[config.mk]
export PLATFORM = sky130hd
export DESIGN_NAME = fp_add_req_arbiter
export DESIGN_NICKNAME = d
export VERILOG_FILES = /design/src/rtl/fp_add_req_arbiter.sv
export SDC_FILE = /design/constraint.sdc
export NUM_CORES = 1
export LEC_CHECK = 0
export CAP_MARGIN = 20
export CORE_MARGIN = 10
export CORE_UTILIZATION = 30
export DETAILED_ROUTE_END_ITERATION = 8
export PLACE_DENSITY = 0.73
export SYNTH_ARGS = -nofsm -noshare
export SYNTH_HDL_FRONTEND = slang
export SYNTH_SLANG_ARGS = --single-unit
[constraint.sdc]
create_clock -name clk -period 1.3 [get_ports clk]
set_input_delay 0.26 -clock clk [delete_from_list [all_inputs] [get_ports clk]]
set_output_delay 0.26 -clock clk [all_outputs]
set_load 0.005 [all_outputs]
[src/rtl/fp_add_req_arbiter.sv]
// ---------------------------------------------------------------------------
// fp_add_req_arbiter
//
// Shares one pipelined FP adder between two requesters. A round-robin
// arbiter picks at most one operand pair per cycle, the pair is registered
// into the adder, and a tag pipe that tracks the adder latency remembers
// which port issued each operation so that the result can be routed back.
// Operand and result bits pass through untouched; all floating-point work
// happens inside the adder.
//
// Ports
//   clk, rst                  clock, synchronous active-high reset
//   req0_valid/a/b, req0_ready  requester 0 handshake (ready = grant)
//   req1_valid/a/b, req1_ready  requester 1 handshake (ready = grant)
//   add_in_valid, add_a/add_b   registered issue to the adder
//   add_out_valid, add_result   result coming back from the adder
//   rsp0_valid, rsp1_valid      one-cycle result pulse per requester
//   rsp_data                    result data, qualified by rsp*_valid
//   busy                        any operation in flight
//   tag_err                     sticky: adder strobe disagreed with tag pipe
// ---------------------------------------------------------------------------
module fp_add_req_arbiter #(
    parameter int W        = 32,
    parameter int PIPE_LAT = 3
) (
    input  logic         clk,
    input  logic         rst,
    input  logic         req0_valid,
    input  logic [W-1:0] req0_a,
    input  logic [W-1:0] req0_b,
    output logic         req0_ready,
    input  logic         req1_valid,
    input  logic [W-1:0] req1_a,
    input  logic [W-1:0] req1_b,
    output logic         req1_ready,
    output logic         add_in_valid,
    output logic [W-1:0] add_a,
    output logic [W-1:0] add_b,
    input  logic         add_out_valid,
    input  logic [W-1:0] add_result,
    output logic         rsp0_valid,
    output logic         rsp1_valid,
    output logic [W-1:0] rsp_data,
    output logic         busy,
    output logic         tag_err
);

    localparam int CW = $clog2(PIPE_LAT + 1);

    // r_ptr = 0: port 0 wins a tie; r_ptr = 1: port 1 wins a tie.
    logic                r_ptr;
    // Requester ID of the operation currently on add_in_valid.
    logic                r_id_p0;
    // Tag pipe: index 0 is one cycle behind add_in_valid, the last index
    // lines up with add_out_valid.
    logic [PIPE_LAT-1:0] r_tag_vld;
    logic [PIPE_LAT-1:0] r_tag_id;
    // Counts down the cycles after reset during which results of flushed
    // operations may still emerge from the adder.
    logic [CW-1:0]       r_flush_cnt;

    logic                w_gnt0;
    logic                w_gnt1;
    logic                w_out_vld;
    logic                w_out_id;
    logic                w_flush_act;

    always_comb begin
        w_gnt0      = !rst && req0_valid && (!req1_valid || !r_ptr);
        w_gnt1      = !rst && req1_valid && (!req0_valid ||  r_ptr);
        w_out_vld   = r_tag_vld[PIPE_LAT-1] && !rst;
        w_out_id    = r_tag_id[PIPE_LAT-1];
        w_flush_act = (r_flush_cnt != '0);
    end

    assign req0_ready = w_gnt0;
    assign req1_ready = w_gnt1;

    // Response routing is combinational so the pulse lands in the same
    // cycle as the adder strobe. A missing strobe with a live tag still
    // pulses; a strobe without a tag is dropped.
    assign rsp0_valid = w_out_vld && !w_out_id;
    assign rsp1_valid = w_out_vld &&  w_out_id;
    assign rsp_data   = w_out_vld ? add_result : '0;

    assign busy = (|r_tag_vld) || add_in_valid;

    always_ff @(posedge clk) begin
        if (rst) begin
            r_ptr        <= 1'b0;
            add_in_valid <= 1'b0;
            add_a        <= '0;
            add_b        <= '0;
            r_id_p0      <= 1'b0;
            r_tag_vld    <= '0;
            r_tag_id     <= '0;
            tag_err      <= 1'b0;
            r_flush_cnt  <= CW'(PIPE_LAT);
        end else begin
            // Arbitration / issue stage
            if (w_gnt0) begin
                r_ptr <= 1'b1;
            end else if (w_gnt1) begin
                r_ptr <= 1'b0;
            end

            add_in_valid <= w_gnt0 || w_gnt1;
            if (w_gnt0) begin
                add_a   <= req0_a;
                add_b   <= req0_b;
                r_id_p0 <= 1'b0;
            end else if (w_gnt1) begin
                add_a   <= req1_a;
                add_b   <= req1_b;
                r_id_p0 <= 1'b1;
            end

            // Tag pipe stages
            r_tag_vld[0] <= add_in_valid;
            r_tag_id[0]  <= r_id_p0;
            for (int i = 1; i < PIPE_LAT; i++) begin
                r_tag_vld[i] <= r_tag_vld[i-1];
                r_tag_id[i]  <= r_tag_id[i-1];
            end

            // Result check stage: no tag can legitimately reach the output
            // during the flush window, so strobes there belong to operations
            // killed by reset and are ignored.
            if (w_flush_act) begin
                r_flush_cnt <= r_flush_cnt - CW'(1);
            end
            if (!w_flush_act && (add_out_valid != r_tag_vld[PIPE_LAT-1])) begin
                tag_err <= 1'b1;
            end
        end
    end

endmodule
# After elaboration in Yosys (flattened, before gate mapping)
# Index checks and enable logic that the tools add are counted.
# classes
n_eq_ne	1
bitwise	0
n_addsub	1
shift	0
n_div	0
reduce_logical	22
mul	0
n_mux	7
order_cmp	0
# ops
op	count
two-way mux 32 bit	5
logical AND 1 bit	8
logical NOT 1 bit	6
logical OR 1 bit	4
nonzero test 2 bit	2
OR reduction 3 bit	1
two-way mux 1 bit	2
OR reduction 2 bit	1
subtractor 2 x 1 -> 2 bit, second input constant	1
!= test 1 bit	1
# word_totals
memories	0
word_cells	40
regBits	76
mem_bits_rw	0
mem_bits_ro	0
latch_bits	0

# Longest topological paths before layout
# depth
word_depth	5
mapped_depth	6
ltp_nobuf	4

# Least setup slack after synthesis
# Ideal clock, no wire load.
# synth_path
kind	register to register
from	register r_ptr
to	register add_a[10]
path_stages_with_launch	6
setup_slack_ns	-0.015
t_arrival_ns	1.193
path_cell_list	dfxtp_1 a21oi_2 and2_1 buf_4 buf_6 a221o_1
# synth_via
elab_chain_cells	4
# synth_rtl
item	line_no	rtl
from (decl)	51	logic r_ptr;
from (signal assigned)	90	r_ptr <= 1'b0;
from (signal assigned)	102	r_ptr <= 1'b1;
from (signal assigned)	104	r_ptr <= 1'b0;
logical NOT 1 bit	69	w_gnt0 = !rst && req0_valid && (!req1_valid || !r_ptr);
logical OR 1 bit	69	
logical AND 1 bit	69	
two-way mux 32 bit / nonzero test 2 bit (equally long branches)	--	
to (signal assigned)	109	add_a <= req0_a;
to (signal assigned)	113	add_a <= req1_a;
to (decl)	37	output logic [W-1:0] add_a,
# Several ways; a longest one is shown, not always the timed one.
# A chain may end at the register's enable or synchronous reset.

# Final worst setup path
# layout_path
from	register r_ptr
to	output port req0_ready
# layout_via
elab_chain_cells	3
# layout_rtl
item	line_no	rtl
logical NOT 1 bit	69	
logical OR 1 bit	69	
logical AND 1 bit	69	
to (decl)	31	output logic req0_ready,
# No other way between the ends.

==> metrics <==
Slew Viols, Final=0; Synth Flop Type=dfxtp_1; Clock Latency Late Sink=0.34 ns; Slew HR=0.3213; CTS Buffer Depth=2; LEAKAGE=0.003486 µW; Tot GR Track Use=0.1983; final hold vios=0; synthesized area per cell=10.40 µm²; GPL Wtd Cong=0.7914; YS warnings=0; die area=17960 µm²; total CTS buffers=9; Area after DPL=6817 µm²; DRT Pass-1 Iters=4; chip height=134 µm; final WL=19.70 mm; max cap viols=0; largest net degree at the start of global routing=65; final setup vio count=101; multi-input logic area=2561 µm²; RSZ-0062 raised after global routing=true; Commonest cells post-synth=76 x dfxtp_1, 66 x inv_1, 64 x a221o_1; Hold Path End=r_id_p0; layout cells sized above 1=0.3141; vias in the first global route=4630; Seq. cell area=1528 µm²; global-route wire length before repair=28.30 mm; Async S/R FF share, synth=0; worst hold path depth=3; EDFF count, synth=0; core area=12670 µm²; Post-Syn Nets=541; Ports=268; dpl cells=795; hold path start=req0_valid; # hold bufs at CTS=0; mux cell area share after synthesis=0.002567; Initial Utilization=0.3077; worst reg2reg path depth=6; Post-Synth Simple-Gate Area=0.08151; Vias=4398; CP Data Required Time=1.04 ns; min cycle time layout=1.614 ns; Worst setup EP type=output pin; drt wl/cell=23.23 µm; compound-cell area share of the yosys netlist=0.3768; top-count cell post-synth=dfxtp_1; sequential share of the synthesized area=0.3902; f_max=619.7 MHz; detailed placer's ending HPWL=12.98 mm; adder-cell share of the synthesized area=0.003209; initial antenna violation count=1; P&R area growth vs syn=114.8%; GRT overflow=0; Post-Synth XOR/XNOR Area=0.004493; pwr dens=900.9 nW/µm²; period utilisation layout=1.241; Die X=134 µm; failing checks=negative setup slack; cells after synthesis=375; final worst slack=-0.3137 ns; Setup WS pre-CTS=-0.8135 ns; Synth Cell Area=3899 µm²; CTS clk-pin slew, worst paths=0.06 ns; fill cell count=973; Iteration-0 DRC Markers=244; CTS tree=yes; drc violations=0; clock net sink count=76; reg2reg end=add_a[27]; Setup Skew=0.004021 ns; Startpoint Class=register; Hold Path Class=input pin to register; Cell Count, Final, Fillers Out=848; main combinational cell family by area after synthesis=compound AO/OA/AOI/OAI gates; Cell variety after synth=25; Max H-tree Level=3; Port Buffer Count=267; worst r2r src=r_ptr; flops & latches, synth=76; Root Buffer=clkbuf_16; Synth area leaders=dfxtp_1 39%, a221o_1 16%, a2111oi_2 15%, inv_1 6.4%, a2111oi_0 5.8%; row count=41; critical path type=register to output pin; Final Cell Area=8376 µm²; share of the synthesized area in the top cell type=0.3902; cell taking the most area after synthesis=dfxtp_1; worst-margin pin slew=1.018 ns; peak supply drop=0.5840 mV; Routed Antenna Nets=0; total power draw=7546 µW; Final nets=836; R2R setup slack=-0.25 ns; Arr. time, crit path=1.35 ns; number of vias per cell=5.186; status=complete, but fails checks; CP max FO=4
[worst max-delay path, cell delays in order (launching register included)]
cell,delay [ns]
dfxtp_4,0.36
a21oi_4,0.23
buf_6,0.13
and2_4,0.18
buf_6,0.11
[flip-flops by register name, indices dropped and copies added (netlist names)]
name	flops
add_b	32
r_id_p0	1
r_tag_id	3
r_ptr	1
add_in_valid	1
r_flush_cnt	2
r_tag_vld	3
tag_err	1
add_a	32
[layout by cell type (no fill, tap or decap), types with 3 or more instances in the layout]
cell type,synthesis,final
a2111oi_2,38,23
a2111oi_4,0,39
a221o_1,64,64
and2_1,34,13
and2_4,0,21
buf_12,0,18
buf_2,16,15
buf_4,5,19
buf_6,12,36
buf_8,0,5
clkbuf_16,0,14
clkdlybuf4s50_1,0,161
clkinv_2,0,3
dfxtp_1,76,73
dlygate4sd2_1,0,65
inv_1,66,66
nor2b_1,9,6
[layer usage]
layer | up-vias | share of wire | track usage
met4 | 0 | 0.022 | 0.05441
met1 | 2119 | 0.39 | 0.2203
met5 | - | 0 | 0
met2 | 217 | 0.50 | 0.3447
li1 | 2033 | - | -
met3 | 29 | 0.084 | 0.07692
[area by class of cell]
type	instances	share of cell area
inverter	66	0.02958
multi-input combinational	187	0.3058
timing repair buffer	330	0.4184
tap	172	0.02569
sequential	76	0.1824
clock inverter	7	0.01091
antenna	1	0.0002988
clock buffer	9	0.02689
[through the flow]
stage	hold WS (ns)	utilization	TNS [ns]
finish	0.3100	0.6610	-21.37
global route	0.3246	0.6610	-26.25
CTS	0.2913	0.6295	-19.75
detailed placement	0.4292	0.5380	-64.42
global placement	0.4218	0.5380	-61.03
floorplan	0.3997	-	-0.1454
[what timing repair did]
| action | 4_1_cts | 5_1_grt |
|---|---|---|
| setup buffers | 17 | 10 |
| pin swaps | 32 | 52 |
| gates resized for setup | 357 | 52 |
| endpoints found under the setup margin | 167 | 102 |
| cloned | 8 | 10 |
[power by group]
group,switching (µW),internal [µW]
Sequential,125,2550
Clock,1030,1670
Combinational,885,1270
Total,2040,5500
[worst max path at each step]
stage / from / to
floorplan: req0_valid / add_b[10]
global placement: req1_valid / req1_ready
detailed placement: req1_valid / add_a[10]
CTS: r_tag_vld[2] / rsp_data[23]
global route: r_tag_vld[2] / rsp_data[31]
finish: r_ptr / req0_ready
[cells by family (layout without fill, tap and decap cells)]
family                     Yosys count  count (layout)
DFF                                 76              76
buffers and inverters              112             412
AOI/OAI and AO/OA                  132             132
and+or+nand+nor                     51              51
xor gates and xnor gates             2               2
adders and majority gates            1               1
muxes                                1               1
other                                0               1
No activity file was read; power rests on OpenSTA's default activity.
